==> config.mk <==
export PLATFORM = sky130hd
export DESIGN_NAME = pipe_stage_reg
export DESIGN_NICKNAME = d
export VERILOG_FILES = /design/src/rtl/pipe_pkg.sv /design/src/rtl/pipe_entry_reg.sv /design/src/rtl/pipe_stage_reg.sv
export SDC_FILE = /design/constraint.sdc
export NUM_CORES = 1
export LEC_CHECK = 0
export ABC_AREA = 1
export CAP_MARGIN = 20
export CORE_MARGIN = 8
export CORE_UTILIZATION = 30
export CTS_BUF_LIST = sky130_fd_sc_hd__clkbuf_8 sky130_fd_sc_hd__clkbuf_16
export DETAILED_ROUTE_END_ITERATION = 10
export GPL_ROUTABILITY_DRIVEN = 0
export PLACE_DENSITY = 0.55
export SLEW_MARGIN = 20
export SYNTH_ARGS = -nofsm -noshare
export SYNTH_HDL_FRONTEND = slang
export SYNTH_SLANG_ARGS = --single-unit
==> constraint.sdc <==
create_clock -name clk -period 5.2 [get_ports clk]
set_clock_uncertainty 0.2 [all_clocks]
set_input_delay 0.78 -clock clk [delete_from_list [all_inputs] [get_ports clk]]
set_output_delay 0.78 -clock clk [all_outputs]
set_load 0.01 [all_outputs]
==> src/rtl/pipe_pkg.sv <==
// Shared definitions for the pipeline stage register: default widths,
// the NOP encoding and the stage occupancy states.
package pipe_pkg;

    localparam int unsigned INST_W_DEFAULT   = 32;
    localparam int unsigned DATA_W_DEFAULT   = 64;
    localparam logic [31:0] NOP_INST_DEFAULT = 32'h00000020;

    typedef enum logic [1:0] {
        EMPTY,
        ONE,
        TWO
    } stage_state_e;

endpackage

==> src/rtl/pipe_entry_reg.sv <==
// One instruction+payload entry with load enable; async clear to {NOP_INST, 0}.
module pipe_entry_reg
    import pipe_pkg::*;
#(
    parameter int unsigned        INST_W   = INST_W_DEFAULT,
    parameter int unsigned        DATA_W   = DATA_W_DEFAULT,
    parameter logic [INST_W-1:0]  NOP_INST = INST_W'(NOP_INST_DEFAULT)
) (
    input  logic              clk,
    input  logic              rst_n,
    input  logic              ld_i,
    input  logic [INST_W-1:0] inst_i,
    input  logic [DATA_W-1:0] data_i,
    output logic [INST_W-1:0] inst_o,
    output logic [DATA_W-1:0] data_o
);

    logic [INST_W-1:0] inst_q;
    logic [DATA_W-1:0] data_q;

    always_ff @(posedge clk or negedge rst_n) begin
        if (!rst_n) begin
            inst_q <= NOP_INST;
            data_q <= '0;
        end else if (ld_i) begin
            inst_q <= inst_i;
            data_q <= data_i;
        end
    end

    assign inst_o = inst_q;
    assign data_o = data_q;

endmodule

==> src/rtl/pipe_stage_reg.sv <==
// Pipeline stage register with valid/ready handshake, two-entry skid buffer
// and flush. Optional stall/flush counters under PIPE_STAGE_STATS_EN.
module pipe_stage_reg
    import pipe_pkg::*;
#(
    parameter int unsigned        INST_W   = INST_W_DEFAULT,
    parameter int unsigned        DATA_W   = DATA_W_DEFAULT,
    parameter logic [INST_W-1:0]  NOP_INST = INST_W'(NOP_INST_DEFAULT)
`ifdef PIPE_STAGE_STATS_EN
    ,
    parameter int unsigned        CNT_W    = 16
`endif
) (
    input  logic              clk,
    input  logic              rst_n,
    input  logic              flush,
    input  logic              in_valid,
    output logic              in_ready,
    input  logic [INST_W-1:0] in_inst,
    input  logic [DATA_W-1:0] in_data,
    output logic              out_valid,
    input  logic              out_ready,
    output logic [INST_W-1:0] out_inst,
    output logic [DATA_W-1:0] out_data
`ifdef PIPE_STAGE_STATS_EN
    ,
    output logic [CNT_W-1:0]  stall_cnt,
    output logic [CNT_W-1:0]  flush_cnt
`endif
);

    stage_state_e      state_q, state_d;
    logic              in_ready_q;
    logic              accept, emit;
    logic              main_ld, skid_ld;
    logic [INST_W-1:0] main_inst_d, main_inst_q, skid_inst_q;
    logic [DATA_W-1:0] main_data_d, main_data_q, skid_data_q;

    assign accept    = in_valid & in_ready_q;
    assign out_valid = (state_q != EMPTY);
    assign emit      = out_valid & out_ready;
    assign in_ready  = in_ready_q;
    assign out_inst  = out_valid ? main_inst_q : NOP_INST;
    assign out_data  = main_data_q;

    always_comb begin
        state_d     = state_q;
        main_ld     = 1'b0;
        skid_ld     = 1'b0;
        main_inst_d = in_inst;
        main_data_d = in_data;
        if (flush) begin
            state_d     = EMPTY;
            main_ld     = 1'b1;
            main_inst_d = NOP_INST;
            main_data_d = '0;
        end else begin
            unique case (state_q)
                EMPTY: begin
                    if (accept) begin
                        main_ld = 1'b1;
                        state_d = ONE;
                    end
                end
                ONE: begin
                    if (accept && emit) begin
                        main_ld = 1'b1;
                    end else if (accept) begin
                        skid_ld = 1'b1;
                        state_d = TWO;
                    end else if (emit) begin
                        state_d = EMPTY;
                    end
                end
                TWO: begin
                    if (emit) begin
                        main_ld     = 1'b1;
                        main_inst_d = skid_inst_q;
                        main_data_d = skid_data_q;
                        state_d     = ONE;
                    end
                end
                default: state_d = EMPTY;
            endcase
        end
    end

    // in_ready is registered from the next state so it never depends on out_ready combinationally
    always_ff @(posedge clk or negedge rst_n) begin
        if (!rst_n) begin
            state_q    <= EMPTY;
            in_ready_q <= 1'b1;
        end else begin
            state_q    <= state_d;
            in_ready_q <= (state_d != TWO);
        end
    end

    pipe_entry_reg #(
        .INST_W   (INST_W),
        .DATA_W   (DATA_W),
        .NOP_INST (NOP_INST)
    ) u_main (
        .clk    (clk),
        .rst_n  (rst_n),
        .ld_i   (main_ld),
        .inst_i (main_inst_d),
        .data_i (main_data_d),
        .inst_o (main_inst_q),
        .data_o (main_data_q)
    );

    pipe_entry_reg #(
        .INST_W   (INST_W),
        .DATA_W   (DATA_W),
        .NOP_INST (NOP_INST)
    ) u_skid (
        .clk    (clk),
        .rst_n  (rst_n),
        .ld_i   (skid_ld),
        .inst_i (in_inst),
        .data_i (in_data),
        .inst_o (skid_inst_q),
        .data_o (skid_data_q)
    );

`ifdef PIPE_STAGE_STATS_EN
    logic [CNT_W-1:0] stall_cnt_q, flush_cnt_q;

    always_ff @(posedge clk or negedge rst_n) begin
        if (!rst_n) begin
            stall_cnt_q <= '0;
            flush_cnt_q <= '0;
        end else begin
            if (out_valid && !out_ready) stall_cnt_q <= stall_cnt_q + CNT_W'(1);
            if (flush)                   flush_cnt_q <= flush_cnt_q + CNT_W'(1);
        end
    end

    assign stall_cnt = stall_cnt_q;
    assign flush_cnt = flush_cnt_q;
`endif

endmodule
* Word-level counts from Yosys, hierarchy flattened
Index checks and enable logic that the tools add are counted.
** Word-level totals
- Output and inout port bits :: 98
- Register bits :: 195
- Input bits :: 101
** Operators by class
- Bitwise gates (word level) :: 2
- Reductions and logical operators :: 3
- Mux-type cells :: 22
- Eq/ne operators :: 3
** Operators by type and width (number)
- 64-bit two-way mux :: 3
- 32-bit two-way mux :: 4
- 2-bit two-way mux :: 6
- 1-bit two-way mux :: 7
- 2-bit one-hot mux with 3 select lines :: 1
- 1-bit one-hot mux with 3 select lines :: 1
- 1-bit bitwise AND :: 2
- 2-bit by 1-bit == test with 1-bit output, second input constant :: 1
- 2-bit == test, second input constant :: 1
- 2-bit logical NOT :: 1
- 2-bit inequality test, second input constant :: 1
- 2-bit nonzero test :: 1
- 1-bit logical AND :: 1

* Longest topological paths before layout
Gate-level depths: netlist (run 1).
- Depth after elaboration :: 8
- Mapped depth :: 8

* Modules after synthesis
A second synthesis (run 1) with hierarchy kept.
** Second synthesis, totals
- Cells, all modules :: 1417
- Area total of the unflattened synthesis :: 9720.6 um^2
** By module, submodules not included
- pipe_entry_reg :: instances 2, seq. area each 2403.6 um^2, cells an instance 406, area each 3631.0 um^2
- pipe_stage_reg :: instances 1, seq. area each 76.3 um^2, cells an instance 605, area each 2458.6 um^2

* Least setup slack after synthesis (run 1)
OpenSTA, ideal clock, no wires.
- Path type :: register -> output
- Start point :: register state_q[1]
- End point :: output out_valid
- Slack :: 2.883 ns
- Data arrival time :: 1.337 ns
- Cell stages (with the launch flop) :: 6
- Buffers on the path :: 3
- Cells stage by stage :: dfrtp_1 buf_2 buf_2 nor2_1 clkbuf_1 inv_1
** Between the ends
- Cells in the longest elaborated chain, start to end :: 1
** Ends and longest elaborated chain
- start, declared :: RTL line pipe_stage_reg.sv:32 : stage_state_e state_q, state_d;
- start signal, assigned :: RTL line pipe_stage_reg.sv:94 : state_q <= state_d;
- 2-bit nonzero test :: RTL line pipe_stage_reg.sv:40 : assign out_valid = (state_q != EMPTY);
- end, declared :: RTL line pipe_stage_reg.sv:21 : output logic out_valid,
No other way between the ends.

* Worst setup path in the final report (run 1)
- Start point :: register state_q[1]
- End point :: output out_inst[5]
** Between the ends
- Cells in the longest elaborated chain, start to end :: 2
** Ends and longest elaborated chain
- 2-bit nonzero test :: RTL line pipe_stage_reg.sv:40
- 32-bit two-way mux :: RTL line pipe_stage_reg.sv:43 : assign out_inst = out_valid ? main_inst_q : NOP_INST;
- end, declared :: RTL line pipe_stage_reg.sv:23 : output logic [INST_W-1:0] out_inst,
No other way between the ends.

==> reports/results.txt, run 1 <==
Hold timing on the final database bottoms out at a slack of 0.222 ns. Measured slew at the worst slew-check pin: 1.01 ns. Dividing total power by cell area gives a power density of 331 mW/mm².

In this run, CTS created clock tree buffers numbering 17. Setup violations remaining at the end of the flow were counted as 0. The kind of critical path is flop to primary output. For the count of unresolved DRC violations after routing, the log shows 0. The final route contains 8882 vias. The count of TritonRoute iterations in the first routing pass was 5. The remaining number of nets flagged by the antenna check after routing is 0, and the number of distinct library cells after synthesis is 17.

The critical path's largest stage delay is 0.82 ns, and the switching share of power is 0.314. In the final layout, the multi-input gates occupy 0.00375 mm². STA puts the critical path data arrival time at 2.82 ns. The total grt overflow is 0, and the number of port buffers is 198. The part of the Yosys area used for sequential elements is 0.514. The library cell used most frequently in the layout, excluding fill and tap cells, is nand2_1.

The number of setup buffers added after CTS is 0. Dividing the synthesized area by the synthesized cell count gives 7.61 µm². Clock tree synthesis selected as its root buffer the cell clkbuf_16.

The synthesis-stage register bit count was 195. The I/O pin total is 199, and the hold-fix buffer count after cts is 0. The static leakage power is 6.10 nW. Relative to the synthesized area, the layout overhead comes to 29.7%. The tools report the clock latency of the later-clocked register in the worst-skew pair as 0.43 ns. The via count of the first global-routing pass came out at 8968. Registers take 0.00489 mm². For the sequential power share, the log shows 0.482. The proportion of power drawn by combinational gates came out at 0.185. Cell area after placement: 0.0117 mm². Entering global routing, the biggest net connects 124 pins. Floorplan core area: 0.0314 mm². The synthesized instance count was 1249; the total count of hold-check failures in the final report was 0.

The post-route fraction of the period consumed by the critical path came out at 0.731. Switching power: 1.28 mW. The startpoint kind of the worst setup timing path was a flop.

Setup repair after global routing left no endpoint under its margin. Max-cap violations in this run came to 0. The sink count of the clock tree came out at 195. In this run the number of H-tree levels came out at 4.

Along the worst path, the maximum fanout reaches 67. Traced cell by cell, the critical path runs through nor2_4 > or2_2 > clkdlybuf4s50_1. The length in cells of the worst reg-to-reg path works out to 6. The Yosys step of the flow raised 0 warnings. Clock group share of total power: 0.333.

Internal power component: 2.80 mW. The die is 194 µm tall. Among all stages on the critical path, the largest delay is contributed by dfrtp_4. The number of buffers on the longest clock path was 2; the final cell utilization of the core was 0.393. Clock-pin slew was measured on the worst setup and hold paths at 0.08 ns.

Post-CTS repair changed the size of 0 cells. The run gives 1 as the initial antenna violation count. The run gives 17900 µm as the post-DP HPWL. Cell area after layout: 0.0123 mm². The placement row count is 65, and the chip width is 194 µm.

The flow ran to the end, and the final reports show no timing, DRC or antenna violations. The synthesized netlist occupies a cell area of 0.00951 mm². The maximum VDD drop was 0.000167 V; the via density per instance was 4.97.

After the last flow step, the layout net total stands at 1472. For the total track usage, the log shows 0.167. The worst setup path is captured at a primary output. The final max-slew violation count was 0. Total negative setup slack: 0 ns. The worst hold path belongs to the class primary input to async pin.

TritonCTS built the clock tree. The filler cells instantiated in the layout total 3277. The share of post-route cells with drive strength above 1 is 0.0412, and the final wirelength is 31600 µm. The run gives 51200 µm as the wire length of the first global-routing pass. The number of nets in the synthesized netlist is 1350. After layout, the minimum clock period comes to 3.80 ns.

The headroom to the max-slew limit is 0.325, and the full die area is 0.0376 mm². The top cell types in the final layout, fill and taps aside, are nand2_1, clkdlybuf4s50_1, nand3_1. The effective utilization at floorplan is 0.303.

Yosys attributes the largest share of cell area to dfrtp_1, nand2_1, nand3_1, nand4_1, inv_1. STA puts the critical path data required time at 4.22 ns. The mean routed wirelength per cell is 17.7 µm, and the DRC marker count from the first detailed-route iteration is 704.

The proportion of netlist area held by the largest area contributor was 0.505. The cell type with the largest total area after synthesis is dfrtp_1. For this run, the top clock speed supported by timing is 263 MHz. For the overall power consumption, the log shows 4.08 mW.
[cells by family (layout without fill, tap and decap cells)]
logic type,count (synthesis),in the layout,synth area share
compound gates,97,97,0.0514
buf+inv,237,371,0.0976
flops,195,195,0.514
other cells,0,1,0
simple gates,720,720,0.337
[per-layer routing]
layer	share of wire	wire (µm)	global-route usage
met1	0.45	14300	0.215
met2	0.48	15100	0.278
met3	0.052	1650	0.0328
met4	0.017	544	0.0515
met5	0	0	0
[final timing paths]
path,start,to,slack [ns]
worst max-delay path,state_q[1],out_inst[5],1.40
worst min-delay path,rst_n,u_skid.data_o[3],0.22
max in group asynchronous,rst_n,u_main.data_o[14],3.59
worst min register to register,u_skid.inst_o[3],u_skid.inst_o[3],0.27
worst max register to register,state_q[1],u_main.inst_o[31],1.64
min in group clk,u_skid.inst_o[3],u_skid.inst_o[3],0.27
[critical path, delay by kind of cell, from the launching register on]
| family | cells | cell delay [ns] |
|---|---|---|
| flops | 1 | 0.82 |
| buf+inv | 1 | 0.53 |
| simple gates | 2 | 1.03 |
[state kept, by name (all words and copies together) (netlist names)]
register       cells
u_main.data_o     64
state_q            2
in_ready           1
u_skid.inst_o     32
u_skid.data_o     64
u_main.inst_o     32
[synth_stat cells]
library cell  count
dfstp_2           3
dfrtp_1         192
nor2_1           33
o21ai_1           2
inv_2             2
nand4_1          97
or2_2             1
nand2_1         391
nor2_2            1
buf_1            10
clkbuf_1         64
o21ai_0          94
nand3_1         196
buf_2            31
inv_1           130
o21ai_2           1
nor3_4            1
[power by group through the flow]
stage	logic [mW]	clock network [mW]	registers, mW
2_1_floorplan	0.402	0	1.97
3_3_place_gp	0.752	0	1.99
3_5_place_dp	0.768	0	1.99
4_1_cts	0.769	1.40	1.96
5_1_grt	0.859	1.47	2.00
6_report	0.756	1.36	1.97
[final cells by class]
type	count	share of cell area
well taps	402	0.0408
clock buffers	17	0.0345
flip-flops and latches	195	0.396
repair buffers	208	0.170
multi-input cells	817	0.304
diodes	1	0.000203
clock inverters	14	0.0137
inverters	132	0.0408
[metrics by stage]
stage | instances | setup WS (ns)
final | 1786 | 1.40
after detailed placement | 1753 | 1.35
after global placement | 1753 | 1.49
after floorplan | 1249 | 2.88
after global routing | 1786 | 1.25
after CTS | 1784 | 1.35
No activity file was read; power rests on OpenSTA's default activity.
==> inputs of run 2 (changes only) <==
==> constraint.sdc (replaced) <==
create_clock -name clk -period 3.7 [get_ports clk]
set_clock_uncertainty 0.2 [all_clocks]
set_input_delay 0.555 -clock clk [delete_from_list [all_inputs] [get_ports clk]]
set_output_delay 0.555 -clock clk [all_outputs]
set_load 0.01 [all_outputs]
==> run 2 against run 1 <==
  * Global-route usage rose by 0.65 points
  * Via count about the same
  * Highest routed layer unchanged
  * Utilization increased by 0.26 points
  * Die area is the same
  * Critical path type unchanged
==> reports/results.txt, run 2 (synthesis results as in run 1) <==
The flow ran to the end, and the final reports show no timing, DRC or antenna violations. For this run, the top clock speed supported by timing is 319 MHz. CP Cell Sequence: nor2_4 > buf_4 > nor2_1 > clkdlybuf4s50_1 (was nor2_4 > or2_2 > clkdlybuf4s50_1). The share of post-route cells with drive strength above 1 works out to 0.0453 (was 0.0412). The clock latency of the later-clocked register in the worst-skew pair was 0.44 ns (was 0.43 ns); the number of gates resized after CTS was 0 (unchanged). Vias after detailed routing: 8883 (was 8882). Startpoint kind of the worst setup timing path: a flop (unchanged). Setup repair after global routing left no endpoint under its margin. The max-capacitance violation count came out at 0 (unchanged). The highest net fanout along the worst path was 19 (was 67); the CTS clock-pin slew for the worst setup and hold paths was 0.07 ns (was 0.08 ns). Headroom to the max-slew limit: 0.434 (was 0.325). The tools report the root buffer selected by CTS as clkbuf_16 (unchanged). The chip width was 194 µm (unchanged). The tools report the total grt overflow as 0 (unchanged).

Maximum VDD drop: 0.000269 V (was 0.000167 V). For the via count of the first global-routing pass, the log shows 9195 (was 8968). The final wirelength came out at 32300 µm (was 31600 µm). The power density over cell area is 464 mW/mm² (was 331 mW/mm²). The critical path arrival is 2.38 ns (was 2.82 ns). The minimum hold slack is 0.267 ns (was 0.222 ns). The static leakage power is 6.17 nW (was 6.10 nW), and the layout-stage area growth over the synthesis result is 30.6% (was 29.7%). The placement row count was 65 (unchanged).

The most common cell after layout, fill and taps aside was nand2_1 (unchanged). The logs give 0 (unchanged) for the count of unresolved DRC violations after routing and 733 (was 704) for the DRC marker count from the first detailed-route iteration. For the I/O pin total, the log shows 199 (unchanged). Total track usage: 0.173 (was 0.167). The worst min-delay path category was flop to flop (was primary input to async pin). The tools report the final max-slew violation count as 0 (unchanged). The data required time at the worst endpoint was 2.94 ns (was 4.22 ns).

The kind of critical path is flop to primary output (unchanged). The tools report the full die area as 0.0376 mm² (unchanged). The via density per instance works out to 4.95 (was 4.97). The net total in the final layout is 1480 (was 1472), and the number of port buffers is 198 (unchanged).

Mean routed wirelength per cell: 18.0 µm (was 17.7 µm). The total count of hold-check failures in the final report was 0 (unchanged); the number of endpoints failing setup at the final stage was 0 (unchanged). Number of buffers inserted during clock tree synthesis: 17 (unchanged). The run gives 3218 (was 3277) as the count of filler cells inserted in the layout.

The tools report the total negative setup slack as 0 ns (unchanged). For the sequential standard cell area, the log shows 0.00489 mm² (unchanged). The run gives 2 (unchanged) as the number of buffers on the longest clock path. The remaining number of nets flagged by the antenna check after routing is 0 (unchanged), and the multi-input combinational cell area is 0.00374 mm² (was 0.00375 mm²). TritonCTS built the clock tree. For the wire length of the first global-routing pass, the log shows 53000 µm (was 51200 µm). The count of TritonRoute iterations in the first routing pass is 5 (unchanged). The largest net degree at the start of global routing is 99 (was 124), and the sink count of the clock tree is 195 (unchanged).

The category of cells accounting for the largest share of critical-path delay was buffers and inverters (was simple AND/OR/NAND/NOR gates). The critical path's largest stage delay was 0.58 ns (was 0.82 ns); the cell area after layout was 0.0124 mm² (was 0.0123 mm²). The tools report the endpoint type of the worst setup path as a primary output (unchanged). The measured slew at the worst slew-check pin works out to 0.848 ns (was 1.01 ns).

The tools report the floorplan core area as 0.0314 mm² (unchanged). The post-route fraction of the period consumed by the critical path was 0.847. Leading cell types in the layout, fill and taps excluded: nand2_1, clkdlybuf4s50_1, nand3_1 (unchanged). For the post-DP HPWL, the log shows 19100 µm (was 17900 µm). The number of buffer and inverter stages on the critical path works out to 2 (was 1).

The count of H-tree levels built during CTS was 4 (unchanged); the effective utilization at floorplan was 0.303 (unchanged). The chip height came out at 194 µm (unchanged). The cell with the biggest individual delay on the critical path was dfrtp_4 (unchanged). The cell area after placement is 0.0118 mm² (was 0.0117 mm²).

Subtracting the final worst setup slack from the clock period gives 3.13 ns. The tools report the initial antenna violation count as 2 (was 1).
## run 2: cell types whose count changed in the layout (fill, tap and decap cells not counted), sizes merged
| cell | before | now |
|---|---|---|
| clkbuf | 17 | 18 |
| clkinvlp | 1 | 0 |
| diode | 1 | 2 |
| inv | 138 | 142 |
| buf | 12 | 18 |
| clkinv | 6 | 4 |
| dlygate4sd3 | 0 | 1 |
## run 2: final cells by class
class                           count  share of cell area
Sequential cell                   195               0.394
Timing Repair Buffer              216               0.175
Clock buffer                       17              0.0343
Multi-Input combinational cell    817               0.301
Clock inverter                     15              0.0141
Inverter                          132              0.0403
Tap cell                          402              0.0405
Antenna cell                        2            0.000403
## run 2: final timing paths
check	slack, ns	to	startpoint	cells past startpoint
worst max-delay path	0.57	out_inst[6]	state_q[1]	4
worst max register to register	1.09	u_main.data_o[39]	state_q[0]	7
worst min register to register	0.27	u_skid.inst_o[5]	u_skid.inst_o[5]	2
min in group asynchronous	0.49	u_skid.data_o[3]	rst_n	2
max in group asynchronous	1.86	u_main.data_o[45]	rst_n	3
worst min-delay path	0.27	u_skid.inst_o[5]	u_skid.inst_o[5]	2
## run 2: per-stage QoR
step	cells	util	setup slack (ns)	power [mW]
after floorplan	1249	-	1.61	3.33
after global placement	1761	0.376	0.712	3.87
after detailed placement	1761	0.376	0.692	3.90
after CTS	1794	0.395	0.484	5.83
after global routing	1796	0.396	0.426	6.09
final	1796	0.396	0.566	5.76
## run 2: per-layer routing
layer	global-route usage	part of all wire	up-vias
li1	-	-	4302
met1	0.221	0.45	4306
met2	0.294	0.48	251
met3	0.0314	0.049	24
met4	0.0532	0.014	0
met5	0	0	-
## run 2: timing repair
item | in CTS | in global routing
hold buffers | 1 | 0
setup buffers | 0 | 0
hold endpoints to repair | 7 | 0
## run 2: report_power, final
group	internal, mW	total (mW)	switching, mW	leakage [nW]
combinational	0.444	1.08	0.640	3.33
clock	0.969	1.91	0.944	0.300
sequential	2.53	2.76	0.227	2.54
total	3.95	5.76	1.81	6.17
## run 2: worst min-delay path, stage by stage (launching register included)
cell	delay, ns
dfstp_2	0.37
nand2_1	0.05
nand2_1	0.04
==> inputs of run 3 (changes only) <==
--- a/config.mk
+++ b/config.mk
@@ -12,7 +12,7 @@
 export CTS_BUF_LIST = sky130_fd_sc_hd__clkbuf_8 sky130_fd_sc_hd__clkbuf_16
 export DETAILED_ROUTE_END_ITERATION = 10
 export GPL_ROUTABILITY_DRIVEN = 0
-export PLACE_DENSITY = 0.55
+export PLACE_DENSITY = 0.57
 export SLEW_MARGIN = 20
 export SYNTH_ARGS = -nofsm -noshare
 export SYNTH_HDL_FRONTEND = slang
==> constraint.sdc (replaced) <==
create_clock -name clk -period 2.62 [get_ports clk]
set_clock_uncertainty 0.2 [all_clocks]
set_input_delay 0.393 -clock clk [delete_from_list [all_inputs] [get_ports clk]]
set_output_delay 0.393 -clock clk [all_outputs]
set_load 0.01 [all_outputs]
==> run 3 against run 2 <==
  * Non-clock buffer count rose by 16
  * Register-to-register slack got worse by 0.69 ns
  * Worst setup slack lost 0.56 ns
  * Combinational power grew 48%
  * Wire length fell by 0.20%
  * Utilization rose by 0.67 points
  * Final cell count grew 0.78%
  * Design area rose by 1.7%
  * Die area did not move
  * Power rose by 43%
  * Clock power up 43%
==> reports/results.txt, run 3 (synthesis results as in run 1) <==
The run finished with clean final reports. The total grt overflow is 0 (unchanged), and the critical path's largest stage delay is 0.61 ns (was 0.58 ns). Wire length of the first global-routing pass: 52100 µm (was 53000 µm). CP Cell Sequence: nor2_4 > buf_4 > nor2_1 > clkdlybuf4s50_1 (unchanged). The remaining number of nets flagged by the antenna check after routing was 0 (unchanged); the total count of hold-check failures in the final report was 0 (unchanged). The final max-slew violation count is 0 (unchanged).

The tools report the startpoint kind of the worst setup timing path as a flop (unchanged). The I/O pin total came out at 199 (unchanged). Worst flop-to-flop path startpoint: state_q[1] (was state_q[0]). Number of port buffers: 198 (unchanged). The run gives 0 ns (unchanged) as the total negative setup slack. The max-capacitance violation count was 0 (unchanged); the layout-stage area growth over the synthesis result was 32.8% (was 30.6%). The run gives 0 (unchanged) as the count of unresolved DRC violations after routing. The reg-to-reg critical path endpoint is u_main.data_o[20] (was u_main.data_o[39]). The run gives 32200 µm (was 32300 µm) as the final wirelength. Leading cell types in the layout, fill and taps excluded: nand2_1, nand3_1, dfrtp_1 (was nand2_1, clkdlybuf4s50_1, nand3_1).

The worst path in the final design needs a cycle of 2.61 ns, including I/O delays and setup. Setup repair after global routing could not meet its margin everywhere. The global-route track usage on met1 is 0.228 (was 0.221). Count of H-tree levels built during CTS: 4 (unchanged). The DRC marker count from the first detailed-route iteration is 659 (was 733). The logs give 17 (unchanged) for the number of buffers inserted during clock tree synthesis and 2.02 ns (was 2.38 ns) for the critical path arrival.

The met2 track utilization from global routing was 0.279 (was 0.294); the mean routed wirelength per cell was 17.8 µm (was 18.0 µm). The tools report the net total in the final layout as 1496 (was 1480). CTS clock-pin slew for the worst setup and hold paths: 0.07 ns (about the same). The count of TritonRoute iterations in the first routing pass came out at 5 (unchanged).

TritonCTS built the clock tree. For the placement row count, the log shows 65 (unchanged). The worst reg-to-reg setup slack came out at 0.40 ns (was 1.09 ns).

The most used routing layer in global routing is met2 (unchanged). The number of buffers on the longest clock path was 2 (unchanged); the clock latency of the later-clocked register in the worst-skew pair was 0.43 ns (was 0.44 ns). The length in cells of the worst reg-to-reg path is 6 (was 7). The data required time at the worst endpoint was 2.03 ns (was 2.94 ns); the chip height was 194 µm (unchanged).

For the via count of the first global-routing pass, the log shows 8987 (was 9195). The met3 track demand over resource in global routing is 0.0352 (was 0.0314), and the sink count of the clock tree is 195 (unchanged). The measured slew at the worst slew-check pin came out at 0.640 ns (was 0.848 ns). The chip width is 194 µm (unchanged), and the highest clock frequency the design can meet is 383 MHz.

Kind of critical path: flop to primary output (unchanged). Power density over cell area: 650 mW/mm² (was 464 mW/mm²). The number of endpoints failing setup at the final stage came out at 0 (unchanged). The initial antenna violation count came out at 2 (unchanged). The tools report the maximum VDD drop as 0.000402 V (was 0.000269 V). The worst min-delay path category was primary input to async pin (was flop to flop).

The share of post-route cells with drive strength above 1 is 0.0561 (was 0.0453), and the pre-CTS setup slack is 0.350 ns (was 0.692 ns). The floorplan core area was 0.0314 mm² (unchanged); the largest net degree at the start of global routing was 99 (unchanged). The effective utilization at floorplan was 0.303 (unchanged). The via density per instance came out at 4.99 (was 4.95). Full die area: 0.0376 mm² (unchanged). The static leakage power was 6.42 nW (was 6.17 nW).

The cell with the biggest individual delay on the critical path was clkdlybuf4s50_1 (was dfrtp_4). The post-route fraction of the period consumed by the critical path was 0.996; the vias after detailed routing was 9029 (was 8883). For the total track usage, the log shows 0.171 (was 0.173).

The tools report the post-DP HPWL as 19500 µm (was 19100 µm). The most common cell after layout, fill and taps aside is nand2_1 (unchanged). The tools report the endpoint type of the worst setup path as a primary output (unchanged). The tools report the root buffer selected by CTS as clkbuf_16 (unchanged). The headroom to the max-slew limit is 0.573 (was 0.434), and the setup slack of the critical path after layout is 0.00973 ns (was 0.566 ns). The highest net fanout along the worst path is 6 (was 19).
run 3: changes by cell type in the layout (fill, tap and decap cells not counted), moves of 4 or more:
cell,before,now
clkinv_4,0,4
dlymetal6s2s_1,0,8
clkdlybuf4s50_1,196,187
clkinv_2,0,5
buf_4,12,23
clkinv_8,4,0
inv_6,7,2
buf_12,4,10
run 3: critical path: cells and delay by family (launching register included):
kind                   cells  cell delay, ns
buffers and inverters      2            0.77
flip-flops                 1            0.47
AND/OR/NAND/NOR            2            0.33
run 3: power breakdown:
group	internal, mW	total [mW]	switching (mW)
registers	3.58	3.89	0.306
clock network	1.50	2.73	1.23
logic	0.672	1.60	0.928
total	5.75	8.21	2.46
run 3: worst max-delay path by stage:
stage	to	from	depth (start not counted)
6_report	out_inst[6]	state_q[1]	4
5_1_grt	out_inst[8]	state_q[1]	4
4_1_cts	out_inst[17]	state_q[1]	4
3_5_place_dp	u_main.data_o[4]	in_valid	6
3_3_place_gp	u_skid.data_o[30]	flush	6
2_1_floorplan	out_valid	state_q[1]	5
run 3: layer usage:
| metal | up-vias | routed length, µm |
|---|---|---|
| li1 | 4332 | - |
| met1 | 4396 | 14600 |
| met2 | 272 | 15500 |
| met3 | 27 | 1740 |
| met4 | 2 | 405 |
| met5 | - | 13 |
run 3: area by class of cell:
cell class / count / area [µm²]
Multi-Input combinational cell: 817 / 3740
Clock buffer: 17 / 425
Clock inverter: 14 / 165
Antenna cell: 1 / 2.50
Inverter: 132 / 498
Timing Repair Buffer: 232 / 2400
Sequential cell: 195 / 4890
Tap cell: 402 / 503
Fill cell: 3230 / 18800
run 3: through the flow:
step                      utilization  total power [mW]  hold WS, ns  std cells  cell area [µm²]
final                           0.402              8.21        0.270       1810            12600
after CTS                       0.400              8.31        0.277       1807            12600
after detailed placement        0.381              5.54        0.198       1773            12000
after floorplan                     -              4.70       -0.103       1249             9510
after global placement          0.381              5.50        0.199       1773            12000
after global routing            0.402              8.67        0.291       1810            12600
run 3: what timing repair did:
item                                    4_1_cts  5_1_grt
hold buffers                                  1        0
endpoints found under the hold margin        49        0
pin swaps                                     1        1
setup buffers                                 2        1
gates cloned                                  0        1
resized for setup                             1        9
endpoints found under the setup margin       26       14
